$ cat src/rtl/seg7_scan_ctrl.sv
// Multiplexed 4-digit 7-segment scan controller with a one-deep frame buffer.
// New frames are double-buffered and only swapped in at frame boundaries.
module seg7_scan_ctrl #(
   parameter int unsigned ON_CYC    = 100000,
   parameter int unsigned BLANK_CYC = 1000
) (
   input  logic        clk,
   input  logic        reset,
   input  logic        in_valid,
   output logic        in_ready,
   input  logic [15:0] in_bcd,
   input  logic        lz_en,
   output logic [3:0]  DIGIT,
   output logic [6:0]  DISPLAY,
   output logic        frame_done
);

   localparam int unsigned CW = 20;
   localparam logic [CW-1:0] ON_LAST    = CW'(ON_CYC - 1);
   localparam logic [CW-1:0] BLANK_LAST = CW'(BLANK_CYC - 1);

   typedef enum logic {S_ON, S_BLANK} state_e;

   state_e        state_q, state_d;
   logic [1:0]    idx_q, idx_d;
   logic [CW-1:0] cnt_q, cnt_d;
   logic          boundary;

   logic [15:0]   act_val_q, act_val_d;
   logic          act_lz_q, act_lz_d;
   logic [15:0]   pend_val_q, pend_val_d;
   logic          pend_lz_q, pend_lz_d;
   logic          pend_full_q, pend_full_d;

   logic [3:0]    digit_q, digit_d;
   logic [6:0]    display_q, display_d;
   logic          frame_done_q, frame_done_d;

   logic [3:0]    nib;
   logic [3:0]    sup;
   logic          accept, load;

   function automatic logic [6:0] seg_decode(input logic [3:0] n);
      case (n)
         4'd0:    return 7'b1000000;
         4'd1:    return 7'b1111001;
         4'd2:    return 7'b0100100;
         4'd3:    return 7'b0110000;
         4'd4:    return 7'b0011001;
         4'd5:    return 7'b0010010;
         4'd6:    return 7'b0000010;
         4'd7:    return 7'b1111000;
         4'd8:    return 7'b0000000;
         4'd9:    return 7'b0010000;
         default: return 7'b0111111;
      endcase
   endfunction

   always_ff @(posedge clk) begin
      if (reset) begin
         state_q      <= S_ON;
         idx_q        <= 2'd0;
         cnt_q        <= '0;
         act_val_q    <= 16'h0000;
         act_lz_q     <= 1'b0;
         pend_val_q   <= 16'h0000;
         pend_lz_q    <= 1'b0;
         pend_full_q  <= 1'b0;
         digit_q      <= 4'b1111;
         display_q    <= 7'b1111111;
         frame_done_q <= 1'b0;
      end else begin
         state_q      <= state_d;
         idx_q        <= idx_d;
         cnt_q        <= cnt_d;
         act_val_q    <= act_val_d;
         act_lz_q     <= act_lz_d;
         pend_val_q   <= pend_val_d;
         pend_lz_q    <= pend_lz_d;
         pend_full_q  <= pend_full_d;
         digit_q      <= digit_d;
         display_q    <= display_d;
         frame_done_q <= frame_done_d;
      end
   end

   always_comb begin
      state_d  = state_q;
      idx_d    = idx_q;
      cnt_d    = cnt_q + 20'd1;
      boundary = 1'b0;
      case (state_q)
         S_ON: begin
            if (cnt_q == ON_LAST) begin
               state_d = S_BLANK;
               cnt_d   = '0;
            end
         end
         S_BLANK: begin
            if (cnt_q == BLANK_LAST) begin
               state_d  = S_ON;
               cnt_d    = '0;
               idx_d    = idx_q + 2'd1;
               boundary = (idx_q == 2'd3);
            end
         end
         default: begin
            state_d = S_ON;
            cnt_d   = '0;
         end
      endcase
   end

   // A boundary with a full buffer frees it, but an offer on that same edge
   // still sees in_ready=0 and waits one cycle.
   always_comb begin
      accept       = in_valid && !pend_full_q;
      load         = boundary && pend_full_q;
      act_val_d    = act_val_q;
      act_lz_d     = act_lz_q;
      pend_val_d   = pend_val_q;
      pend_lz_d    = pend_lz_q;
      pend_full_d  = pend_full_q;
      frame_done_d = boundary;
      if (load) begin
         act_val_d   = pend_val_q;
         act_lz_d    = pend_lz_q;
         pend_full_d = 1'b0;
      end else if (accept) begin
         pend_val_d  = in_bcd;
         pend_lz_d   = lz_en;
         pend_full_d = 1'b1;
      end
   end

   // Digit k is suppressed only when it and every higher digit are zero.
   always_comb begin
      sup[3] = act_lz_q && (act_val_q[15:12] == 4'd0);
      sup[2] = sup[3] && (act_val_q[11:8] == 4'd0);
      sup[1] = sup[2] && (act_val_q[7:4] == 4'd0);
      sup[0] = 1'b0;
      nib    = act_val_q[{idx_q, 2'b00} +: 4];
      digit_d   = 4'b1111;
      display_d = 7'b1111111;
      if (state_q == S_ON) begin
         digit_d   = ~(4'b0001 << idx_q);
         display_d = sup[idx_q] ? 7'b1111111 : seg_decode(nib);
      end
   end

   assign in_ready   = !pend_full_q;
   assign DIGIT      = digit_q;
   assign DISPLAY    = display_q;
   assign frame_done = frame_done_q;

endmodule

$ cat config.mk
export PLATFORM = sky130hd
export DESIGN_NAME = seg7_scan_ctrl
export DESIGN_NICKNAME = d
export VERILOG_FILES = /design/src/rtl/seg7_scan_ctrl.sv
export SDC_FILE = /design/constraint.sdc
export NUM_CORES = 1
export LEC_CHECK = 0
export CORE_MARGIN = 1.5
export CORE_UTILIZATION = 54
export CTS_CLUSTER_SIZE = 25
export DETAILED_ROUTE_END_ITERATION = 10
export MAX_ROUTING_LAYER = met4
export PLACE_DENSITY = 0.78
export SETUP_SLACK_MARGIN = 0.2
export SLEW_MARGIN = 25
export SYNTH_ARGS = -nofsm -noshare
export SYNTH_HDL_FRONTEND = slang
export SYNTH_SLANG_ARGS = --single-unit
$ cat constraint.sdc
create_clock -name clk -period 4.8 [get_ports clk]
set_input_delay 0.96 -clock clk [delete_from_list [all_inputs] [get_ports clk]]
set_output_delay 0.96 -clock clk [all_outputs]
set_load 0.02 [all_outputs]
==> results.md <==
* Comb power frac at about 4.7%
* Sequential-to-total area share from yosys stat at 45.7%
* Syn Std Cell Area at 0.00306 mm²
* Clock share of power at 46.5%
* Worst Setup End Kind: register
* Sequential cell area at 0.00140 mm²
* Net Count, Synth at between 300 and 400
* Worst Skew at 0.0123 ns
* Run status: complete, no violations
* PwrDens at 339 mW/mm²
* #FFs+latches synth at 70
* Worst-path clk slew at roughly 0.080 ns
* First-pass iteration count of the detailed router at 4
* Via count at 2535
* R2R cell count at 5
* Initial core utilization at 55.6%
* Placer Congestion at 0.855
* TritonCTS clock tree: done
* Core area at 0.00551 mm²
* Critical path data arrival time at 2.80 ns
* Global-route wire length before repair at 10.4 mm
* Sw Ratio at 21.4%
* Placed Area at roughly 0.0034 mm²
* Wire length per cell at 13.4 µm
* Clk_lat worst skew at 0.35 ns
* N_diodes at 0
* Boundary Pins at 33
* RSZ-0062 raised after global routing: no
* Final Setup Violations at 0
* Final Net Count at 405
* Area Growth Syn to Fin at 18.7%
* P_int at 0.970 mW
* Worst Path Required at 5.08 ns
* Final slew viol count at 0
* Post-DP HPWL at 3.99 mm
* Hold Path Class: register to register
* Vias in the first global route at 2260
* Area of the multi-input gates at between 0.0015 and 0.002 mm²
* Root Driver: clkbuf_8
* Relative slew slack at 40.9%
* DR vias/cell at 5.61
* GRT Util Overall at 22.3%
* Die X at approximately 78 µm
* CTS buffer count at 9
* Dpl ws at 2.10 ns
* Worst hold path depth at 2
* Largest buffer count on any clock path at 2
* CTS Hold Bufs at 0
* Part of the power in registers at 48.8%
* Final setup margin at 2.28 ns
* Yosys Warn Count at 0
* Min Tclk post-route at 2.52 ns
* Highest clock rate at around 0.4 GHz
* Primary FF master, synth: dfxtp_1
* Crit Path Max Fanout at 25
* Die Y-Extent at 78.3 µm
* TNS Setup at 0 ns
* CTS sink cnt at 70
* Max Cap Violations at 0
* Row count at 27
* Worst-Margin Slew at 0.884 ns
* Critical path startpoint category: register
* DRC violations left at 0
* Fillers at 462
* # placed instances at 436
* H-tree depth at 3
* Layout cells sized above 1 at between 8 and 9%
* Ys async rst share at 0%
* Synth cell types at 42
* Peak supply drop at 0.219 mV
* Overflow after GRT at 0
* Post_cts resized at 0
* Number of post-CTS setup repair buffers at 0
* Die area at 0.00614 mm²
* P_leak at ~1.2 nW
* Endpoints failing hold at 0
* Overall Power at 1.23 mW
* Worst setup path class: register to register
* ANT nets after route at 0
* Final WL at 6.08 mm
* Most frequent cells in the layout: dfxtp_1, nand2_1, a21oi_1
* Initial drt markers at 143
* Most common cell after layout, fill and taps aside: dfxtp_1
* Mapped Cells at 354
* Tcrit/Tclk final at between 50% and 60%
* Final Non-Filler Cells at 452
* EDFF count, synth at 0
* Port Buffer Count at 32
* Antenna violations before repair at 0
* Design area at around 0.0036 mm²
* Largest net degree at the start of global routing at 61
* Avg Cell Area, Syn at 8.66 µm²
* Switching power at 0.265 mW
-- cell type report --
| cell class | count | area share (%) |
|---|---|---|
| Timing Repair Buffer | 33 | 8.94 |
| Inverter | 10 | 1.03 |
| Multi-Input combinational cell | 251 | 42.3 |
| Tap cell | 72 | 2.48 |
| Clock buffer | 9 | 3.40 |
| Clock inverter | 7 | 3.37 |
| Sequential cell | 70 | 38.5 |
-- state kept, by name, summed over array words and instances, names as in the netlist, 2 cells and up --
register    cells
cnt_q          20
act_val_q      16
DIGIT           4
pend_val_q     16
DISPLAY         7
idx_q           2
-- per-stage QoR --
step	util [%]	hold slack, ns
floorplan	-	0.433
global placement	61.5	0.446
detailed placement	61.5	0.448
CTS	66.0	0.460
global route	66.1	0.477
finish	66.1	0.460
-- worst max-delay path: stages, from the launching register on --
cell      delay [ns]
dfxtp_1         0.36
ha_1            0.25
nor4bb_1        0.32
nand4_1         0.76
or3_1           0.62
a21oi_1         0.14
-- metal layers --
layer	wire length (µm)	vias to the layer above	track usage (%)	part of all wire [%]
met1	2990	1160	30.3	49
met4	78	0	9.29	1.3
met2	2740	59	32.3	45
li1	-	1308	-	-
met5	0	-	-	0
met3	272	8	5.00	4.5
-- synthesized netlist by cell type, drive strengths merged (2+ instances only) --
cell / count / area share, %
and4: 3 / 0.90
nor2: 8 / 0.98
or4b: 2 / 0.65
a21oi: 38 / 6.2
inv: 10 / 1.2
o21ai: 27 / 4.4
nand2: 47 / 5.8
buf: 4 / 0.61
nand3: 30 / 4.9
nand4: 6 / 1.4
mux4: 4 / 2.9
or3: 6 / 1.3
or4: 6 / 1.6
o211ai: 2 / 0.49
nor2b: 2 / 0.41
dfxtp: 70 / 46
xor2: 5 / 1.4
and2: 2 / 0.41
o31ai: 3 / 0.73
o21bai: 2 / 0.49
ha: 10 / 4.1
nor3: 20 / 3.3
xnor2: 7 / 2.0
a211oi: 6 / 1.6
nor4: 4 / 0.82
clkbuf: 19 / 2.3
and3: 2 / 0.41
-- power groups by stage --
stage	Combinational, mW	Clock [mW]	Sequential, mW
2_1_floorplan	0.0283	0	0.617
3_3_place_gp	0.0577	0	0.615
3_5_place_dp	0.0583	0	0.615
4_1_cts	0.0586	0.582	0.602
5_1_grt	0.0649	0.605	0.603
6_report	0.0584	0.574	0.602
-- kinds of logic after synthesis --
logic type / Yosys count / synth area share (%)
AND/OR/NAND/NOR: 143 / 24.2
AO/OA/AOI/OAI: 81 / 15.1
flip-flops: 70 / 45.7
buffers and inverters: 33 / 4.16
XOR/XNOR: 12 / 3.43
adder cells (fa/ha/maj): 10 / 4.08
multiplexers: 5 / 3.31
-- final timing paths --
check	from	end	slack [ns]
setup reg to reg	cnt_q[0]	idx_q[0]	2.28
hold reg to reg	pend_val_q[5]	pend_val_q[5]	0.46
hold / removal	pend_val_q[5]	pend_val_q[5]	0.46
setup / recovery	cnt_q[0]	idx_q[0]	2.28
(Power assumes the default switching activity.)
